`src/rtl/hring_pkg.sv`:
```
// Shared constants for the RC ring local injection path: flit layout and slot state encoding.
package hring_pkg;

  localparam int unsigned FLIT_W    = 144;
  localparam int unsigned FIELD_W   = 4;
  localparam int unsigned DEST_LSB  = 0;
  localparam int unsigned SRC_LSB   = 4;
  localparam int unsigned VALID_BIT = 11;
  localparam int unsigned MSHR_LSB  = 12;

  localparam int unsigned AGE_W = 8;
  localparam logic [AGE_W-1:0] AGE_SAT = '1;

  // Low 16 bits of a flit as seen by the router control path.
  typedef struct packed {
    logic [FIELD_W-1:0] mshr;
    logic               valid;
    logic [2:0]         rsvd;
    logic [FIELD_W-1:0] src;
    logic [FIELD_W-1:0] dest;
  } flit_hdr_t;

  typedef enum logic {
    SLOT_IDLE = 1'b0,
    SLOT_HOLD = 1'b1
  } slot_state_e;

endpackage

```
`src/rtl/hring_inj_slot.sv`:
```
// One injection slot: captures a flit, holds it on its port until acked, and tracks hold age.
module hring_inj_slot #(
  parameter int unsigned FLIT_W     = hring_pkg::FLIT_W,
  parameter int unsigned STARVE_MAX = 8
) (
  input  logic              clk,
  input  logic              rst_n,
  input  logic              cap_i,
  input  logic [FLIT_W-1:0] flit_i,
  input  logic              ack_i,
  output logic [FLIT_W-1:0] flit_o,
  output logic              busy_o,
  output logic              starve_o
);
  import hring_pkg::*;

  slot_state_e       state_q, state_d;
  logic [FLIT_W-1:0] flit_q, flit_d;
  logic [AGE_W-1:0]  age_q, age_d;
  logic              starve_q, starve_d;

  always_ff @(posedge clk or negedge rst_n) begin
    if (!rst_n) begin
      state_q  <= SLOT_IDLE;
      flit_q   <= '0;
      age_q    <= '0;
      starve_q <= 1'b0;
    end else begin
      state_q  <= state_d;
      flit_q   <= flit_d;
      age_q    <= age_d;
      starve_q <= starve_d;
    end
  end

  // The flit register is zeroed on ack so an idle port drives an invalid flit.
  always_comb begin
    state_d = state_q;
    flit_d  = flit_q;
    age_d   = age_q;
    case (state_q)
      SLOT_IDLE: begin
        if (cap_i) begin
          state_d           = SLOT_HOLD;
          flit_d            = flit_i;
          flit_d[VALID_BIT] = 1'b1;
          age_d             = AGE_W'(1);
        end
      end
      SLOT_HOLD: begin
        if (ack_i) begin
          state_d = SLOT_IDLE;
          flit_d  = '0;
          age_d   = '0;
        end else if (age_q != AGE_SAT) begin
          age_d = age_q + AGE_W'(1);
        end
      end
      default: state_d = SLOT_IDLE;
    endcase
    starve_d = (state_d == SLOT_HOLD) && (age_d >= AGE_W'(STARVE_MAX));
  end

  assign flit_o   = flit_q;
  assign busy_o   = (state_q == SLOT_HOLD);
  assign starve_o = starve_q;

endmodule

```
`src/rtl/hring_inject_sched.sv`:
```
// Local injection scheduler: round-robin dual grant of NREQ requesters onto the router's two local ports.
module hring_inject_sched #(
  parameter int unsigned NREQ       = 4,
  parameter int unsigned FLIT_W     = hring_pkg::FLIT_W,
  parameter int unsigned STARVE_MAX = 8
) (
  input  logic                   clk,
  input  logic                   rst,
  input  logic [NREQ-1:0]        req_valid,
  input  logic [NREQ*FLIT_W-1:0] req_flit,
  output logic [NREQ-1:0]        req_ready,
  output logic [FLIT_W-1:0]      portl0_ci,
  output logic [FLIT_W-1:0]      portl1_ci,
  input  logic                   portl0_ack,
  input  logic                   portl1_ack,
  output logic [1:0]             slot_busy,
  output logic [1:0]             starve,
  output logic [15:0]            inj_cnt
);
  localparam int unsigned PTR_W = $clog2(NREQ);
  localparam int unsigned IDX_W = PTR_W + 1;
  localparam logic [IDX_W-1:0] NREQ_X = IDX_W'(NREQ);

  logic [FLIT_W-1:0] flits [NREQ];
  logic [PTR_W-1:0]  rr_q, rr_d;
  logic [PTR_W-1:0]  sel0, sel1;
  logic [1:0]        cap;
  logic [1:0]        free;
  logic [1:0]        n_free;
  logic [1:0]        n_gnt;
  logic [IDX_W-1:0]  idx, nxt;
  logic [15:0]       cnt_q, cnt_d;
  logic [1:0]        ack_hit;

  for (genvar i = 0; i < NREQ; i++) begin : g_flit
    assign flits[i] = req_flit[i*FLIT_W +: FLIT_W];
  end

  assign free   = ~slot_busy;
  assign n_free = 2'(free[0]) + 2'(free[1]);

  // Grants depend only on registered slot state, so an ack never reaches req_ready.
  always_comb begin
    req_ready = '0;
    cap       = '0;
    sel0      = '0;
    sel1      = '0;
    rr_d      = rr_q;
    n_gnt     = '0;
    idx       = '0;
    nxt       = '0;
    for (int unsigned k = 0; k < NREQ; k++) begin
      idx = {1'b0, rr_q} + IDX_W'(k);
      if (idx >= NREQ_X) idx = idx - NREQ_X;
      if (rst && req_valid[idx[PTR_W-1:0]] && (n_gnt < n_free)) begin
        req_ready[idx[PTR_W-1:0]] = 1'b1;
        if ((n_gnt == 2'd0) && free[0]) begin
          cap[0] = 1'b1;
          sel0   = idx[PTR_W-1:0];
        end else begin
          cap[1] = 1'b1;
          sel1   = idx[PTR_W-1:0];
        end
        n_gnt = n_gnt + 2'd1;
        nxt   = idx + IDX_W'(1);
        rr_d  = (nxt == NREQ_X) ? '0 : nxt[PTR_W-1:0];
      end
    end
  end

  assign ack_hit = {portl1_ack & slot_busy[1], portl0_ack & slot_busy[0]};
  assign cnt_d   = cnt_q + 16'(ack_hit[0]) + 16'(ack_hit[1]);

  always_ff @(posedge clk or negedge rst) begin
    if (!rst) begin
      rr_q  <= '0;
      cnt_q <= '0;
    end else begin
      rr_q  <= rr_d;
      cnt_q <= cnt_d;
    end
  end

  assign inj_cnt = cnt_q;

  hring_inj_slot #(.FLIT_W(FLIT_W), .STARVE_MAX(STARVE_MAX)) u_slot0 (
    .clk     (clk),
    .rst_n   (rst),
    .cap_i   (cap[0]),
    .flit_i  (flits[sel0]),
    .ack_i   (portl0_ack),
    .flit_o  (portl0_ci),
    .busy_o  (slot_busy[0]),
    .starve_o(starve[0])
  );

  hring_inj_slot #(.FLIT_W(FLIT_W), .STARVE_MAX(STARVE_MAX)) u_slot1 (
    .clk     (clk),
    .rst_n   (rst),
    .cap_i   (cap[1]),
    .flit_i  (flits[sel1]),
    .ack_i   (portl1_ack),
    .flit_o  (portl1_ci),
    .busy_o  (slot_busy[1]),
    .starve_o(starve[1])
  );

endmodule
```
`config.mk`:
```
export PLATFORM = sky130hd
export DESIGN_NAME = hring_inject_sched
export DESIGN_NICKNAME = d
export VERILOG_FILES = /design/src/rtl/hring_pkg.sv /design/src/rtl/hring_inj_slot.sv /design/src/rtl/hring_inject_sched.sv
export SDC_FILE = /design/constraint.sdc
export NUM_CORES = 1
export LEC_CHECK = 0
export CORE_AREA = 2 2 349 351
export CTS_BUF_LIST = sky130_fd_sc_hd__clkbuf_8
export DETAILED_ROUTE_END_ITERATION = 6
export DIE_AREA = 0 0 351 353
export PLACE_DENSITY_LB_ADDON = 0.12
export SYNTH_ARGS = -nofsm -noshare
export SYNTH_HDL_FRONTEND = slang
export SYNTH_SLANG_ARGS = --single-unit
```
`constraint.sdc`:
```
create_clock -name clk -period 8.32 [get_ports clk]
set_input_delay 2.496 -clock clk [delete_from_list [all_inputs] [get_ports clk]]
set_output_delay 2.496 -clock clk [all_outputs]
set_load 0.01 [all_outputs]
```
# [After elaboration in Yosys (flattened, before gate mapping)]
# Index checks and enable logic that the tools add are counted.
[totals] register_bits=326 latchBits=0 ramBits=0 mem_bits_ro=0 input_bits=584 out_inout_bits=312 wordCells=180 memories=0
[classes] n_addsub=18 multipliers=0 div=0 order_cmp=20 eq_ne=10 shift=0 muxes=89 bitwise_logic=10 reduce_logical=23
[op_table] cell="two-way mux 144 bit" count=8
[op_table] cell="binary-select mux 144 bit (select 2 bit)" count=2
[op_table] cell="one-hot mux 144 bit (2 select lines)" count=2
[op_table] cell="two-way mux 2 bit" count=30
[op_table] cell="two-way mux 8 bit" count=6
[op_table] cell="adder 16 x 1 -> 16 bit" count=2
[op_table] cell="one-hot mux 8 bit (2 select lines)" count=2
[op_table] cell="two-way mux 1 bit" count=21
[op_table] cell="logical AND 1 bit" count=17
[op_table] cell="adder 8 x 1 -> 8 bit, second input constant" count=2
[op_table] cell="greater-or-equal comparator 8 x 4 -> 1 bit, second input constant" count=2
[op_table] cell="two-way mux 4 bit" count=4
[op_table] cell="!= test 8 bit, second input constant" count=2
[op_table] cell="greater-or-equal comparator 3 bit, second input constant" count=5
[op_table] cell="adder 3 x 1 -> 3 bit, second input constant" count=4
[op_table] cell="equality test 3 bit, second input constant" count=4
[op_table] cell="< comparator 2 x 3 -> 1 bit, second input constant" count=4
[op_table] cell="two-way mux 3 bit" count=4
[op_table] cell="OR 4 bit" count=3
[op_table] cell="subtractor 3 bit, second input constant" count=3
[op_table] cell="binary-select mux 1 bit (select 2 bit)" count=4
[op_table] cell="demux 1 bit (select 2 bit)" count=4
[op_table] cell="greater-or-equal comparator 2 x 1 -> 1 bit, second input constant" count=4
[op_table] cell="!= test 2 bit, second input constant" count=4
[op_table] cell="other kinds (16)" count=27

# [Longest topological paths before layout]
[logic_depth] ltp_word=23 depth_mapped=30 mapped_depth_nobuf=19

# [Hierarchy]
# A second synthesis with hierarchy kept.
[unflattened] hier_cells=2301 area_unflattened_um2=22569.1
[by_module_without_submodules] module="hring_inject_sched" n_inst=1 cells_each=1545 area_each_um2=11431.0
[by_module_without_submodules] module="hring_inj_slot" n_inst=2 cells_each=378 area_each_um2=5569.1

# [Worst setup path after synthesis]
# No wires, ideal clock.
[synth_path] kind="input to output" from="in req_valid[3]" to="out req_ready[0]" arrival_ps=5491 required_ps=5824 setup_slack_ps=333 cell_stages=17 cell_sequence="mux2_2 a221oi_1 and2_1 buf_2 ha_1 nor2b_1 o2111ai_1 buf_2 nand2_1 o21ai_0 ha_1 nor2b_1 nand4_1 mux2_4 nand2_1 nand2_1 nand2_1"
[synth_between] elab_chain_len=14 word_cells_on_any_way=31 cone_classes="add/sub: 2; order compare: 3; mux: 15; bitwise: 3; reduce/logical: 8"
[synth_lines] item="start, declared" line="hring_inject_sched.sv:9" text="input logic [NREQ-1:0] req_valid,"
[synth_lines] item="binary-select mux 1 bit (select 2 bit)" line="hring_inject_sched.sv:55" text="if (rst && req_valid[idx[PTR_W-1:0]] && (n_gnt < n_free)) begin"
[synth_lines] item="two-way mux 1 bit (implied by the code)" line="hring_inject_sched.sv:55"
[synth_lines] item="logical AND 1 bit (2 in series)" line="hring_inject_sched.sv:55"
[synth_lines] item="two-way mux 1 bit" line="hring_inject_sched.sv:55"
[synth_lines] item="< comparator 2 bit" line="hring_inject_sched.sv:55"
[synth_lines] item="logical AND 1 bit" line="hring_inject_sched.sv:55"
[synth_lines] item="two-way mux 2 bit" line="hring_inject_sched.sv:55"
[synth_lines] item="< comparator 2 bit" line="hring_inject_sched.sv:55"
[synth_lines] item="logical AND 1 bit" line="hring_inject_sched.sv:55"
[synth_lines] item="two-way mux 2 bit" line="hring_inject_sched.sv:55"
[synth_lines] item="< comparator 2 bit" line="hring_inject_sched.sv:55"
[synth_lines] item="logical AND 1 bit" line="hring_inject_sched.sv:55"
[synth_lines] item="two-way mux 4 bit (*)" line="hring_inject_sched.sv:55"
[synth_lines] item="end, declared" line="hring_inject_sched.sv:11" text="output logic [NREQ-1:0] req_ready,"
# Every way passes the cells marked *; elsewhere a longest branch is shown, timed or not. The select of a mux whose other input is x is not followed.

# [Worst setup path after layout]
[layout_path] from="in req_valid[3]" to="out req_ready[3]"
# The elaborated chain is that of the path after synthesis.

==> results.md <==
- Final ANT Viol Nets: 0
- Post-Synthesis Cell Area: 26800 sq um
- Top cells by area, synth: dfrtp_1, o221a_2, nand2_1, mux2_2, mux2i_1
- Power Density: 479 nW/um^2
- Vias: 31295
- Synth cell types: 65
- Die area: 124000 sq um
- FF+latch count, synth: 326
- Post-cts hold buffer count: 0
- Final Cycle Share: 98.7%
- Slew Limit Headroom: 23.4%
- Crit path launch: req_valid[3]
- DRC Markers: 0
- Most area-hungry cell type in the Yosys netlist: dfrtp_1
- Final Hold Viols: 0
- CTS H-tree lvls: 3
- Largest net degree at the start of global routing: 147
- Comb power frac: 74.0%
- Synth top area share: 30.4%
- Startpoint types: input port
- Die W: 351 um
- Worst ir drop on vdd: 474 uV
- Clock buffer depth: 3
- Post-synth EDFFs: 0
- GP Congestion: 0.816
- Rows: 128
- Sequential power share: 15.7%
- Highest Clock Rate: 0.122 GHz
- Commonest cells after routing, fill and taps aside: clkdlybuf4s50_1, nand2_1, dfrtp_1
- GRT Total Usage: 24.6%
- Die height: 353 um
- CTS root buf: clkbuf_8
- Number of global-route vias before repair: 30422
- CP Cell Sequence: clkdlybuf4s50_1, buf_4, mux4_2, nand2_2, inv_2, ha_4, xor2_2, o2111ai_2, buf_4, o21ai_1, ha_2, nor2b_4, nand4_1, mux2_4, nand2_4, nand2_1, nand2_1, buf_2
- CP max FO: 5
- CTS tree: done
- Cells after synthesis: 2987
- Power, Total: 18.8 mW
- Sw Ratio: 52.4%
- Fill cells: 12585
- 1st-pass router iterations: 7
- Clock Latency Late Sink: 740 ps
- Io pins: 896
- Hold Path Class: register to register
- Startpoint of the worst register-to-register path: rr_q[0]$_DFFE_PN0P_
- Multi-input logic area: 17200 sq um
- Critical path type: input port to primary output
- Clock sink total: 326
- Yosys warns: 0
- Area growth syn-to-layout: 46.2%
- Final slew viol count: 0
- Pre-CTS setup slack: -583 ps
- Total Wirelength: 162000 um
- Tmin final: 8210 ps
- Worst path required time: 5820 ps
- Layout net count: 4284
- Routed vias/inst: 5.81
- Final setup viols: 0
- Worst Tran Pin Value: 1150 ps
- CTS clk-pin slew, worst paths: 60 ps
- Status: finished clean
- Starting density of the core: 22.2%
- Top_reg_cell synth: dfrtp_1
- Clock skew: 45.6 ps
- Synthesized Nets: 3587
- CP Buf/Inv Count: 5
- Area taken by flip-flops and latches: 8160 sq um
- GRT Residual Overflow: 0
- Wire length per cell: 30.0 um
- Ys async rst share: 100%
- Initial antenna violation count: 63
- Endpoint class of the critical path: primary output
- Psw: 9.85 mW
- Worst setup margin: 108 ps
- Share of layout cells above drive strength 1: 18.8%
- Worst path max stage delay: 490 ps
- Port bufs: 891
- Number of DRC markers in iteration 0: 2341
- Seq/Total Area, Yosys: 30.4%
- CP top delay family: buffers and inverters
- HPWL Detailed: 104000 um
- Slowest CP cell: mux4_2
- Inserted Clock Buffers: 76
- Mean post-synth cell area: 8.98 sq um
- Number of max-cap violations: 0
- Leak pwr: 14.8 nW
- Global-route wire length before repair: 228000 um
- Arrival time at the worst endpoint: 5720 ps
- Commonest non-fill, non-tap cell in the layout: clkdlybuf4s50_1
- Hold_sp: u_slot1.flit_o[11]$_DFFE_PN0P_
- Core ar.: 121000 sq um
- Cell Int Power: 8.95 mW
- Clock group share of total power: 10.3%
[timing repair]
action | 4_1_cts | 5_1_grt
resized for setup | 25 | 16
pin swaps | 2 | 5
buffers inserted | 11 | 3
endpoints found under the setup margin | 4 | 110
gates cloned | 0 | 2
[path summary, 6_finish.rpt]
kind                                                        end  slack, ps  depth (start not counted)
worst max-delay path                               req_ready[3]        110                         18
worst min-delay path             u_slot1.flit_o[11]$_DFFE_PN0P_        490                          1
worst max register to register  u_slot0.flit_o[129]$_DFFE_PN0P_       1000                         31
worst min register to register   u_slot1.flit_o[11]$_DFFE_PN0P_        490                          1
max in group asynchronous       u_slot1.flit_o[140]$_DFFE_PN0P_       3910                          5
min in group asynchronous                   rr_q[1]$_DFFE_PN0P_       1870                          2
[power groups by stage]
stage / combinational [mW] / sequential [mW] / clock, mW
detailed placement: 13.8 / 2.96 / 0
CTS: 13.9 / 2.95 / 2.00
finish: 13.9 / 2.95 / 1.93
global route: 14.9 / 3.03 / 2.06
global placement: 13.8 / 2.97 / 0
floorplan: 7.99 / 3.10 / 0
[kinds of logic after synthesis]
| logic type | synth area share [%] |
|---|---|
| and+or+nand+nor | 13.8 |
| xor gates and xnor gates | 0.523 |
| adders and majority gates | 0.774 |
| AOI/OAI and AO/OA | 36.2 |
| DFF | 30.4 |
| buffers and inverters | 6.26 |
| muxes | 12.0 |
[per-layer routing]
layer | GRT usage, % | wire, um | share of wire [%]
met5 | 0 | 346 | 0.21
met4 | 6.42 | 3770 | 2.3
met3 | 7.00 | 13800 | 8.5
met2 | 40.2 | 75600 | 47
met1 | 31.7 | 68100 | 42
[per-stage QoR]
step	hold WS, ps	area (sq um)	setup TNS (ps)	cells	utilization (%)
global placement	462	37500	-2580	5215	31.1
floorplan	484	26800	0	2987	-
finish	492	39200	0	5388	32.5
detailed placement	482	37500	-2300	5215	31.1
global route	509	39200	-257	5382	32.5
CTS	494	39100	0	5355	32.4
[registers in the layout (all words and copies together) (netlist names)]
name              flops
u_slot0.busy_o        1
u_slot1.age_q         8
u_slot1.starve_o      1
u_slot0.flit_o      144
u_slot1.flit_o      144
rr_q                  2
inj_cnt              16
u_slot0.starve_o      1
u_slot0.age_q         8
u_slot1.busy_o        1
[final cells by class]
type,instances,area share [%]
Clock inverter,36,0.408
Timing Repair Buffer,1008,26.2
Antenna cell,28,0.179
Multi-Input combinational cell,2261,43.9
Tap cell,1625,5.18
Sequential cell,326,20.8
Inverter,11,0.118
Clock buffer,93,3.26
[cell usage after synthesis, drive strengths merged (12+ instances only)]
library cell and instances:
o21ai 12, ha 15, a221oi 143, mux2 148, mux2i 148, nor2 159, a31oi 148, o221ai 146
o211ai 144, o311a 140, xnor2 13, nand2 466, o221a 284, buf 86, nor4 143, a21oi 28
dfrtp 326, clkbuf 305, nand3 16
No activity file was read; power rests on OpenSTA's default activity.
==> variant 1, RTL diff (same flow settings) <==
Put one more register stage on the output `inj_cnt`, with the module's reset. The value now appears one clock later. The other outputs are not delayed to match.
--- a/src/rtl/hring_inject_sched.sv
+++ b/src/rtl/hring_inject_sched.sv
@@ -82,5 +82,11 @@
   end
 
-  assign inj_cnt = cnt_q;
+  always_ff @(posedge clk or negedge rst) begin
+    if (!rst) begin
+      inj_cnt <= '0;
+    end else begin
+      inj_cnt <= cnt_q;
+    end
+  end
 
   hring_inj_slot #(.FLIT_W(FLIT_W), .STARVE_MAX(STARVE_MAX)) u_slot0 (
Check against the original RTL: not equivalent (Yosys sat finds a counterexample within 4 cycles, from zero or initial values and one cycle with rst low).
==> variant 1 against the original RTL <==
- via count rose by 29%
- maximum frequency rose by 0.26%
- routed wire length increased by 16%
- worst setup slack gained 0.021 ns
- total power grew 16%
- synthesized area grew 25%
- utilization increased by 5.6 points
- design area is 17% higher
- sequential cell count is 16 higher
- first-iteration DRC count is 66% higher
- critical path type unchanged
- critical endpoint unchanged
- highest routed layer unchanged
==> variant 1: results (changes against the original RTL) <==
STATUS='completed'
YOSYSSEQAREASHARE=0.255  # -0.0496
SHARE_OF_POST_ROUTE_CELLS_WITH_DRIVE_STRENGTH_ABOVE_1=0.0920  # -0.0957
PRE_ANTENNA_DRT_ITERS=6  # -1
DPL-INSTANCE-AREA_UM2=44200  # +18%
P_LEAK_nW=17.2  # +17%
SYN-NUM-NETS=5035  # +40%
SYN-MEAN-INSTANCE-AREA_UM2=7.58  # -16%
DRT-TOTAL-WL_UM=188000  # +16%
SYNTHTOLAYOUTAREAGROWTH_PCT=36.9
DR_TOTAL_VIAS=40476  # +29%
MAXIMUM_CLOCK_SKEW_AT_FINAL_LAYOUT_NS=0.0406  # -0.00494 ns
SYNTH_COMMON_CELLS='610 x sky130_fd_sc_hd__nand2_1, 594 x sky130_fd_sc_hd__a21oi_1, 342 x sky130_fd_sc_hd__dfrtp_1'
PWR-SHARE-CLK=0.096  # -0.007
DP.CELLS=6583  # +26%
CRITPATHARRIVALTIME_NS=5.70  # -0.02 ns
GRT_PASS1_VIAS=38130  # +25%
GRT_USE_TOTAL=0.288  # +0.0417
SLEW_HEADROOM=0.216  # -0.0178
FIRST_PASS_GRT_WIRE_LENGTH_UM=272000  # +19%
CTS_INSERTED_BUFFERS=78  # +2.6%
NETSWITCHINGPOWER_mW=12.0  # +22%
POST-LAYOUT-TOTAL-POWER_mW=21.9  # +16%
FILLCELLCOUNT=12388  # -1.6%
POST-PLACE-WS_NS=-0.732  # -0.149 ns
DRT-INITIAL-DRC-COUNT=3883  # +66%
YOSYS-TOP-CELLS-AREA='sky130_fd_sc_hd__dfrtp_1 25%, sky130_fd_sc_hd__a21oi_1 8.8%, sky130_fd_sc_hd__nand2_1 6.8%'
GP_CONGESTION=0.840  # +2.9%
NUMBER_OF_DISTINCT_LIBRARY_CELL_VARIANTS_IN_THE_GATE_LEVEL_NETLIST_AFTER_SYNTHESIS=80  # +23%
GRT_ANTENNA_BEFORE_REPAIR=69  # +9.5%
-- variant 1: what timing repair did --
item                                    CTS  global route
buffers inserted                          4             1
pin swaps                                 5             7
endpoints found under the hold margin     0             0
endpoints found under the setup margin    4             4
gates resized for setup                  21            17
-- variant 1: layer usage --
| metal | up-vias | share of wire | GRT usage |
|---|---|---|---|
| li1 | 18217 | - | - |
| met1 | 19926 | 0.41 | 0.367 |
| met2 | 1922 | 0.46 | 0.461 |
| met3 | 349 | 0.091 | 0.0763 |
| met4 | 62 | 0.035 | 0.114 |
| met5 | - | 0.0022 | 0 |
-- variant 1: logic make-up after synthesis --
kind of cell               after synthesis  synth area share
AOI/OAI and AO/OA                     2091             0.429
adders and majority gates               16           0.00618
and+or+nand+nor                       1290             0.190
buffers and inverters                  528            0.0695
xor gates and xnor gates                16           0.00417
DFF                                    342             0.255
muxes                                  152            0.0467
-- variant 1: path summary, 6_finish.rpt --
kind / startpoint / to / slack (ns) / depth (start not counted)
min in group asynchronous: rst / u_slot1.flit_o[20]$_DFFE_PN0P_ / 1.85 / 2
worst max register to register: rr_q[0]$_DFFE_PN0P_ / u_slot0.flit_o[60]$_DFFE_PN0P_ / 2.54 / 21
worst min register to register: cnt_q[0]$_DFF_PN0_ / inj_cnt[0]$_DFF_PN0_ / 0.39 / 0
worst min-delay path: cnt_q[0]$_DFF_PN0_ / inj_cnt[0]$_DFF_PN0_ / 0.39 / 0
worst max-delay path: req_valid[1] / req_ready[3] / 0.13 / 17
max in group asynchronous: rst / u_slot0.flit_o[69]$_DFFE_PN0P_ / 4.37 / 4
-- variant 1: cell type report --
type,instances,share of cell area
diodes,43,0.00234
clock buffers,96,0.0287
clock inverters,39,0.00560
inverters,12,0.00114
multi-input cells,3565,0.499
flip-flops and latches,342,0.186
well taps,1625,0.0442
repair buffers,1044,0.233
-- variant 1: worst max-delay path, cell delays in order --
cell and delay (ns):
sky130_fd_sc_hd__clkdlybuf4s50_1 0.44, sky130_fd_sc_hd__mux2_4 0.30, sky130_fd_sc_hd__a221oi_4 0.28, sky130_fd_sc_hd__and2_4 0.22, sky130_fd_sc_hd__ha_4 0.22, sky130_fd_sc_hd__nor2b_4 0.15
sky130_fd_sc_hd__o2111ai_4 0.16, sky130_fd_sc_hd__nand2_1 0.13, sky130_fd_sc_hd__o21ai_1 0.08, sky130_fd_sc_hd__ha_1 0.21, sky130_fd_sc_hd__nor2b_2 0.18, sky130_fd_sc_hd__and4_4 0.26
sky130_fd_sc_hd__mux2i_4 0.08, sky130_fd_sc_hd__nand2_4 0.10, sky130_fd_sc_hd__nand2_1 0.06, sky130_fd_sc_hd__nand2_1 0.10, sky130_fd_sc_hd__clkdlybuf4s15_2 0.23
==> variant 2, RTL diff (same flow settings) <==
Made on the original files. `STARVE_MAX` is set to 8 in 2 places; all go to 6.
--- a/src/rtl/hring_inj_slot.sv
+++ b/src/rtl/hring_inj_slot.sv
@@ -2,5 +2,5 @@
 module hring_inj_slot #(
   parameter int unsigned FLIT_W     = hring_pkg::FLIT_W,
-  parameter int unsigned STARVE_MAX = 8
+  parameter int unsigned STARVE_MAX = 6
 ) (
   input  logic              clk,
--- a/src/rtl/hring_inject_sched.sv
+++ b/src/rtl/hring_inject_sched.sv
@@ -3,5 +3,5 @@
   parameter int unsigned NREQ       = 4,
   parameter int unsigned FLIT_W     = hring_pkg::FLIT_W,
-  parameter int unsigned STARVE_MAX = 8
+  parameter int unsigned STARVE_MAX = 6
 ) (
   input  logic                   clk,
Function: not settled (the Yosys comparison gave no result); the edit may change what the design does.
==> variant 2 against the original RTL <==
- synthesized cell count rose by 17%
- count of clock-buffer cells in the layout did not move
- critical endpoint is now req_ready[2]
- first-iteration DRC count rose by 23%
- synthesized area rose by 17%
- sequential cell count did not move
- sequential power fell by 3%
- die area did not move
- design area rose by 12%
- largest cell class unchanged
- worst setup slack improved by 0.059 ns
- total power rose by 4.9%
- the flow now finishes with violations (design-rule violations)
- routed wire length rose by 6.9%
==> variant 2: results (changes against the original RTL) <==
GRT_MAX_DEGREE=188  # +28%
CRITPATHARRIVALTIME_NS=5.66  # -0.06 ns
DPL-INSTANCE-AREA_UM2=42300  # +13%
CTS_SETUP_BUFFERS=3  # -8
YOSYS-TOP-CELLS-AREA='sky130_fd_sc_hd__dfrtp_1 26%, sky130_fd_sc_hd__mux2i_1 14%, sky130_fd_sc_hd__mux2_2 10%'
MET3_LENGTH_UM=13500  # -2.1%
MET2WIRELENGTH_UM=80400  # +6.4%
TIMING.HOLD.WORST_ENDPOINT='inj_cnt[15]$_DFF_PN0_'
SHARE_OF_POST_ROUTE_CELLS_WITH_DRIVE_STRENGTH_ABOVE_1=0.141  # -0.0470
VDD_IR_DROP_MAX_mV=0.470  # -0.79%
SHARE_OF_THE_FINAL_LAYOUT_CELL_AREA_IN_MULTI_INPUT_GATES=0.489  # +0.0505
CTS_RESIZED=22  # -12%
WIRE_PER_INST_UM=29.2  # -2.5%
DRC_ERRORS=4  # +4
FAILED_CHECKS='design-rule violations'
SYN-NUM-NETS=4087  # +14%
STATUS='finished, violations left'
MULTI_INPUT_AREA_UM2=21500  # +25%
BUFAREASHARENONCLOCK=0.241  # -0.0202
FINAL_CORE_UTIL=0.365  # +0.0394
R2R-END='u_slot0.flit_o[68]$_DFFE_PN0P_'
LOGIC_INVERTERS=14  # +3
MAXIMUM_CLOCK_SKEW_AT_FINAL_LAYOUT_NS=0.0437  # -0.00184 ns
SYNTH_COMMON_CELLS='430 x sky130_fd_sc_hd__mux2i_1, 429 x sky130_fd_sc_hd__o22ai_1, 326 x sky130_fd_sc_hd__dfrtp_1'
GRT_PASS1_VIAS=33979  # +12%
SETUP.REG_TO_REG.WORST_SLACK_NS=1.91  # +0.91 ns
FILLCELLCOUNT=12316  # -2.1%
[variant 2: logic make-up after synthesis]
logic type	after synthesis	synth area share
flip-flops	326	0.260
AND/OR/NAND/NOR	301	0.0413
buffers and inverters	450	0.0593
XOR/XNOR	15	0.00419
adder cells (fa/ha/maj)	16	0.00663
AO/OA/AOI/OAI	1658	0.385
multiplexers	721	0.243
[variant 2: how the worst max path moves through the flow]
stage               cells after the start    startpoint            to  slack, ns
floorplan                              18           rst  req_ready[2]       0.09
global placement                       18  req_valid[2]  req_ready[1]      -0.66
finish                                 17  req_valid[2]  req_ready[2]       0.17
detailed placement                     17  req_valid[2]  req_ready[1]      -0.67
global route                           17  req_valid[2]  req_ready[2]       0.02
CTS                                    17  req_valid[2]  req_ready[1]      0.004
[variant 2: critical path, cell delays in order]
cell                              delay, ns
sky130_fd_sc_hd__clkdlybuf4s50_1       0.42
sky130_fd_sc_hd__mux4_2                0.50
sky130_fd_sc_hd__and2_4                0.18
sky130_fd_sc_hd__and3_4                0.17
sky130_fd_sc_hd__ha_4                  0.23
sky130_fd_sc_hd__nor2b_4               0.14
sky130_fd_sc_hd__o2111ai_4             0.14
sky130_fd_sc_hd__nand2_1               0.12
sky130_fd_sc_hd__o21ai_1               0.07
sky130_fd_sc_hd__ha_1                  0.20
sky130_fd_sc_hd__nor2b_2               0.15
sky130_fd_sc_hd__nand4_1               0.12
sky130_fd_sc_hd__mux2i_2               0.19
sky130_fd_sc_hd__or2_4                 0.18
sky130_fd_sc_hd__nand2_1               0.07
sky130_fd_sc_hd__nand2_2               0.11
sky130_fd_sc_hd__buf_2                 0.14
[variant 2: power breakdown]
group          internal [mW]  switching (mW)
logic                   6.13            8.80
registers               2.33           0.520
clock network           1.00           0.934
total                   9.47            10.2
